## src/rtl/ifetch.sv

```systemverilog
// Instruction fetch stage: reads the PC, fetches one word over a req/ack
// handshake and buffers {address, instruction} pairs in a small FIFO for decode.
// A flush discards everything buffered and any fetch still in flight.
module ifetch #(
    parameter int unsigned DEPTH = 2,
    parameter int unsigned AW    = 16,
    parameter int unsigned DW    = 16
) (
    input  logic          i_clk,
    input  logic          i_rst_n,
    input  logic [AW-1:0] i_pc,
    output logic          o_pc_inc,
    input  logic          i_flush,
    output logic          o_mem_req,
    output logic [AW-1:0] o_mem_addr,
    input  logic          i_mem_ack,
    input  logic [DW-1:0] i_mem_rdata,
    output logic          o_instr_valid,
    output logic [DW-1:0] o_instr,
    output logic [AW-1:0] o_instr_pc,
    input  logic          i_instr_ready
);

    localparam int unsigned PW = (DEPTH > 1) ? $clog2(DEPTH) : 1;
    localparam int unsigned CW = PW + 1;

    typedef enum logic [1:0] {
        StIdle,
        StReq,
        StDrain
    } state_e;

    state_e          r_state;
    state_e          w_state_next;
    logic [AW-1:0]   r_mem_addr;
    logic [DW-1:0]   r_instr    [DEPTH];
    logic [AW-1:0]   r_instr_pc [DEPTH];
    logic [PW-1:0]   r_wr_ptr;
    logic [PW-1:0]   r_rd_ptr;
    logic [CW-1:0]   r_count;

    logic            w_mem_req;
    logic            w_pc_inc;
    logic            w_latch_pc;
    logic            w_has_room;
    logic            w_push;
    logic            w_pop;
    logic            w_valid;

    assign w_has_room = (r_count < CW'(DEPTH));
    assign w_valid    = (r_count != '0);
    // A fetch is accepted only when it is acked without a flush; this is the push.
    assign w_push     = w_pc_inc;
    assign w_pop      = w_valid & i_instr_ready;

    // Next-state and handshake outputs of the fetch FSM.
    always_comb begin
        w_state_next = r_state;
        w_mem_req    = 1'b0;
        w_pc_inc     = 1'b0;
        w_latch_pc   = 1'b0;
        case (r_state)
            StIdle: begin
                if (!i_flush && w_has_room) begin
                    w_latch_pc   = 1'b1;
                    w_state_next = StReq;
                end
            end
            StReq: begin
                w_mem_req = 1'b1;
                if (i_mem_ack) begin
                    // On flush the PC loads the branch target, so no increment.
                    w_pc_inc     = ~i_flush;
                    w_state_next = StIdle;
                end else if (i_flush) begin
                    w_state_next = StDrain;
                end
            end
            StDrain: begin
                // Memory still owes us an ack for the abandoned request.
                w_mem_req = 1'b1;
                if (i_mem_ack) begin
                    w_state_next = StIdle;
                end
            end
            default: begin
                w_state_next = StIdle;
            end
        endcase
    end

    // FSM state and request address registers.
    always_ff @(posedge i_clk or negedge i_rst_n) begin
        if (!i_rst_n) begin
            r_state    <= StIdle;
            r_mem_addr <= '0;
        end else begin
            r_state <= w_state_next;
            if (w_latch_pc) begin
                r_mem_addr <= i_pc;
            end
        end
    end

    // FIFO storage, pointers and occupancy; flush wins over push and pop.
    always_ff @(posedge i_clk or negedge i_rst_n) begin
        if (!i_rst_n) begin
            for (int unsigned i = 0; i < DEPTH; i++) begin
                r_instr[i]    <= '0;
                r_instr_pc[i] <= '0;
            end
            r_wr_ptr <= '0;
            r_rd_ptr <= '0;
            r_count  <= '0;
        end else if (i_flush) begin
            r_wr_ptr <= '0;
            r_rd_ptr <= '0;
            r_count  <= '0;
        end else begin
            if (w_push) begin
                r_instr[r_wr_ptr]    <= i_mem_rdata;
                r_instr_pc[r_wr_ptr] <= r_mem_addr;
                r_wr_ptr             <= r_wr_ptr + PW'(1);
            end
            if (w_pop) begin
                r_rd_ptr <= r_rd_ptr + PW'(1);
            end
            if (w_push && !w_pop) begin
                r_count <= r_count + CW'(1);
            end else if (!w_push && w_pop) begin
                r_count <= r_count - CW'(1);
            end
        end
    end

    assign o_mem_req     = w_mem_req;
    assign o_mem_addr    = r_mem_addr;
    assign o_pc_inc      = w_pc_inc;
    assign o_instr_valid = w_valid;
    assign o_instr       = r_instr[r_rd_ptr];
    assign o_instr_pc    = r_instr_pc[r_rd_ptr];

endmodule
```

## config.mk

```make
export PLATFORM = sky130hd
export DESIGN_NAME = ifetch
export DESIGN_NICKNAME = d
export VERILOG_FILES = /design/src/rtl/ifetch.sv
export SDC_FILE = /design/constraint.sdc
export NUM_CORES = 1
export LEC_CHECK = 0
export ABC_AREA = 1
export CORE_MARGIN = 3
export CORE_UTILIZATION = 50
export CTS_BUF_LIST = sky130_fd_sc_hd__clkbuf_8 sky130_fd_sc_hd__clkbuf_16
export CTS_CLUSTER_SIZE = 28
export DETAILED_ROUTE_END_ITERATION = 16
export PLACE_DENSITY = 0.84
export SKIP_LAST_GASP = 1
export SLEW_MARGIN = 10
export SYNTH_ARGS = -nofsm -noshare
export SYNTH_HDL_FRONTEND = slang
export SYNTH_SLANG_ARGS = --single-unit
```

## constraint.sdc

```tcl
create_clock -name i_clk -period 2.09 [get_ports i_clk]
set_clock_uncertainty 0.05 [all_clocks]
set_input_delay 0.209 -clock i_clk [delete_from_list [all_inputs] [get_ports i_clk]]
set_output_delay 0.209 -clock i_clk [all_outputs]
set_load 0.01 [all_outputs]
```

Word-level counts from Yosys, hierarchy flattened
Cells that the tools add are included.
Storage, ports and cells
  word-level logic and storage cells: 68
  input bits: 37
  output and inout port bits: 51
  register bits after elaboration: 86
Operators by class
  bitwise operators: 4
  $add $sub $neg: 4
  reduce and logical (&&, ||, !) cells: 15
  eq/ne operators: 5
  $lt $le $gt $ge: 4
  mux-type cells: 27
Operators by type and width (count)
  16-bit 2-to-1 mux: 7
  32-bit bitwise mux: 2
  16-bit demux with 1-bit select: 1
  2-bit 2-to-1 mux: 7
  1-bit 2-to-1 mux: 9
  2-bit one-hot mux with 3 select lines: 1
  2-bit nonzero test: 3
  2-bit >= comparator (second input constant): 2
  1-bit logical AND: 4
  2-bit inequality test (second input constant): 2
  1-bit inverter with 2-bit output: 2
  1-bit zero test: 3
  3-bit inequality test (second input constant): 1
  3-bit AND reduction: 1
  3-bit nonzero test: 1
  1-bit adder (second input constant): 2
  2-bit by 1-bit adder with 2-bit output (second input constant): 1
  2-bit by 1-bit equality test with 1-bit output (second input constant): 1
  2-bit equality test (second input constant): 1
  2-bit zero test: 1
  2-bit by 1-bit less-than comparator with 1-bit output (second input constant): 1
  2-bit less-than comparator (second input constant): 1
  2-bit AND reduction: 1
  2-bit OR reduction: 1
  other kinds (3): 3

Logic depth before layout (Yosys ltp)
Gate-level depths: netlist of the first run.
  depth in word-level cells: 8
  depth in mapped cells: 8
  mapped depth without buffers: 8

Worst setup path before layout of the first run
Ideal clock, no wire load.
  path kind: register to register
  start point: register r_state[1]
  end point: register r_instr[10] (netlist name)
  clock period less this slack: 1.564 ns
  buffers on the path: 1
  arrival: 1.384 ns
  path slack: 0.526 ns
  library setup time: 0.131 ns
  cell stages (with the launch flop): 9
  required time: 1.909 ns
  path through: dfrtp_1 -> inv_1 -> ha_1 -> nand2_1 -> nor2_2 -> nand2_2 -> clkbuf_1 -> nand2_1 -> o21ai_0
On the way
  cells in the longest elaborated chain, start to end: 3
RTL lines
  from (decl): line 33  | state_e r_state;
  from (signal assigned): line 95  | r_state <= StIdle;
  from (signal assigned): line 98  | r_state <= w_state_next;
  2-bit by 1-bit equality test with 1-bit output: line 62  | case (r_state)
  1-bit 2-to-1 mux: line 62
  named net o_pc_inc: line 12  | output logic o_pc_inc,
  2-bit AND reduction (no line)
  to (signal, indexed assignment): line 121  | r_instr[r_wr_ptr] <= i_mem_rdata;
  to (decl): line 36  | logic [DW-1:0] r_instr [DEPTH];
The timed path passes the listed nets, and every way through them passes these cells.
A chain may end at the register's enable or synchronous reset.

Final worst setup path of the first run
  start point: register r_rd_ptr
  end point: output o_instr_pc[14]
On the way
  cells in the longest elaborated chain, start to end: 4
RTL lines
  from (decl): line 39  | logic [PW-1:0] r_rd_ptr;
  from (signal assigned): line 126  | r_rd_ptr <= r_rd_ptr + PW'(1);
  1-bit inverter with 2-bit output (implied by the code): line 141  | assign o_instr_pc = r_instr_pc[r_rd_ptr];
  16-bit 2-to-1 mux (implied by the code) (3 in a row): line 141
  to (decl): line 20  | output logic [AW-1:0] o_instr_pc,
No other way between the ends. The select of a mux whose other input is x is not followed.

==> reports/qor.yml, run 1 <==
outcome: "complete, no violations"
hold_viol_final: 0
core_area_mm2: 0.007292
synth_top_cell_by_area: "dfrtp_1"
fin_crit_ns: 2.024
dr_total_vias: 3121
wl_per_cell_um: 12.97
start_kind: "flip-flop"
die_area_mm2: 0.008677
cts_tree: "yes"
antenna_left: 0
netlist_instances: 445
worstHoldPathType: "in2async"
synth.avg_cell_area_um2: 8.533
grt_max_degree: 66
fin_util_pct: 67.76
yosysUniqueCellTypes: 22
drt-initial-drc-count: 157
first_global_vias: 2962
area_growth_pct: 30.12
syn_area_mm2: 0.003797
startpoint: "r_rd_ptr"
finalInstanceArea_mm2: 0.004941
synth_nets: 485
cts_htree_levels: 3
synth_seq_cells: 86
slew_viol_final: 0
clock_latency_ns: 0.33
rows: 31
die_h_um: 93.15
grt_pass1_wl_um: 13520
setup-tns-final_ns: 0
drive_gt1_share_pct: 10.11
die_w_um: 93.15
setup_viol_count_final: 0
port_buffers: 87
firstDrtPassIters: 4
viasPerCell: 4.930
synth_area_leaders: "dfrtp_1 57%, nand2_1 17%, o21ai_2 5.3%, o21ai_0 4.6%, inv_1 3.9%"
max_cap_violations: 0
clk_pin_slew_ns: 0.07
tightest_slew_ns: 0.5141
drc_errors: 0
hpwl_um: 5590
cts_buffers: 9
critPathCaptureType: "primary output"
placed_area_mm2: 0.004745
cp_data_required_time_ns: 1.83
gp_congestion: 0.7590
nFillCells: 624
finalWirelength_um: 8212
ir_drop_mv: 0.6815
r2r_cells: 7
clk_path_buf_depth: 2
cts.sinks: 86
slew_headroom_pct: 65.73
fmax_mhz: 494.1
overflow: 0
path_max_fanout: 19
cp.arrival_ns: 1.76
p_per_area_mw_per_mm2: 1406
crit_type: "reg2out"
cts_root_buf: "clkbuf_8"
period_share_pct: 96.83
netlist.area_leader.share_pct: 56.67
grt_usage_pct: 19.73
initial_core_util_pct: 52.08
final_nets: 572
antenna_found_initial: 0
timing.rr.start: "r_state[1]"
diodes: 0
synth_warnings: 0
seq_area_frac_synth_pct: 56.67
leakage_nw: 2.508
io_pins: 88
[layout by cell type, fill, tap and decap left out, drive strengths merged, types with 7 or more instances in the layout]
master / netlist / final
a21oi: 17 / 17
buf: 11 / 12
clkbuf: 12 / 11
clkdlybuf4s50: 0 / 84
dfrtp: 86 / 86
inv: 40 / 40
nand2: 175 / 175
nand3: 7 / 7
nor2: 21 / 21
o21ai: 69 / 69
[area by class of cell]
| type | instances | area [µm²] | share of cell area, % |
|---|---|---|---|
| flip-flops and latches | 86 | 2153 | 43.58 |
| inverters | 41 | 153.9 | 3.115 |
| clock buffers | 11 | 151.4 | 3.064 |
| clock inverters | 2 | 10.01 | 0.2026 |
| multi-input cells | 295 | 1354 | 27.40 |
| repair buffers | 99 | 994.7 | 20.13 |
| well taps | 99 | 123.9 | 2.507 |
[kinds of logic (layout without fill, tap and decap cells)]
logic type	Yosys count	after routing	share of synthesized area, %
buf+inv	64	153	7.677
compound gates	86	86	13.61
fa+ha+maj	3	3	0.9886
simple gates	206	206	21.05
flops	86	86	56.67
[path summary, 6_finish.rpt]
path	to	slack, ns
setup reg to reg	r_instr_pc[27]	0.39
setup / recovery	o_instr_pc[14]	0.07
min in group i_clk	r_instr[29]	0.39
hold / removal	r_instr[9]	0.34
max in group asynchronous	r_instr[3]	1.03
hold reg to reg	r_instr_pc[20]	0.43
[power by group]
| group | total, mW | leakage (nW) | switching (mW) | internal [mW] |
|---|---|---|---|---|
| Sequential | 2.82 | 1.06 | 0.411 | 2.40 |
| Combinational | 3.15 | 1.36 | 1.58 | 1.57 |
| Clock | 0.982 | 0.0869 | 0.509 | 0.473 |
| Total | 6.95 | 2.51 | 2.50 | 4.44 |
[flip-flops by register name, indices dropped and copies added, names as in the netlist]
signal and flops:
o_mem_addr 16, r_count 2, r_instr 32, r_instr_pc 32
r_rd_ptr 1, r_state 2, r_wr_ptr 1
[synth_stat cells]
cell      instances
a21oi_1          17
buf_1             1
buf_2             4
buf_6             6
clkbuf_1         11
clkbuf_2          1
clkinv_1          1
dfrtp_1          86
ha_1              3
inv_1            39
inv_2             1
nand2_1         174
nand2_2           1
nand3_1           6
nand3_2           1
nand4_1           2
nor2_1           20
nor2_2            1
o21ai_0          35
o21ai_1          11
o21ai_2          23
or2_1             1
[timing repair]
action	CTS	global route
resized for setup	4	1
hold buffers	1	0
setup buffers	0	2
hold endpoints to repair	39	0
endpoints found under the setup margin	33	29
pin swaps	0	0
[through the flow]
stage	hold WS [ns]	setup WS [ns]	power (mW)	cells
2_1_floorplan	-0.1366	0.5256	4.493	445
3_3_place_gp	0.1588	0.2897	5.863	617
3_5_place_dp	0.1695	0.2513	5.992	617
4_1_cts	0.3499	-0.004159	7.021	631
5_1_grt	0.3687	-0.02129	7.497	633
6_report	0.3389	0.06627	6.947	633
[worst max-delay path, cell delays in order, from the launching register on]
cell	delay, ns
dfrtp_2	0.45
clkinv_1	0.10
buf_6	0.19
nand2_1	0.08
nand2_1	0.07
clkdlybuf4s50_1	0.56
[metal layers]
layer | global-route usage [%] | vias up | part of all wire, %
met2 | 32.27 | 77 | 50
met3 | 3.942 | 7 | 4.5
met1 | 26.48 | 1480 | 44
met5 | 0 | - | 0
met4 | 6.593 | 0 | 0.71
li1 | - | 1557 | -
(Power assumes the default switching activity.)
==> inputs of run 2 (changes only) <==
CTS_CLUSTER_DIAMETER = 30   (was unset)
==> results of run 2 <==
No change in the layout: final DEF, timing and power equal those of run 1.
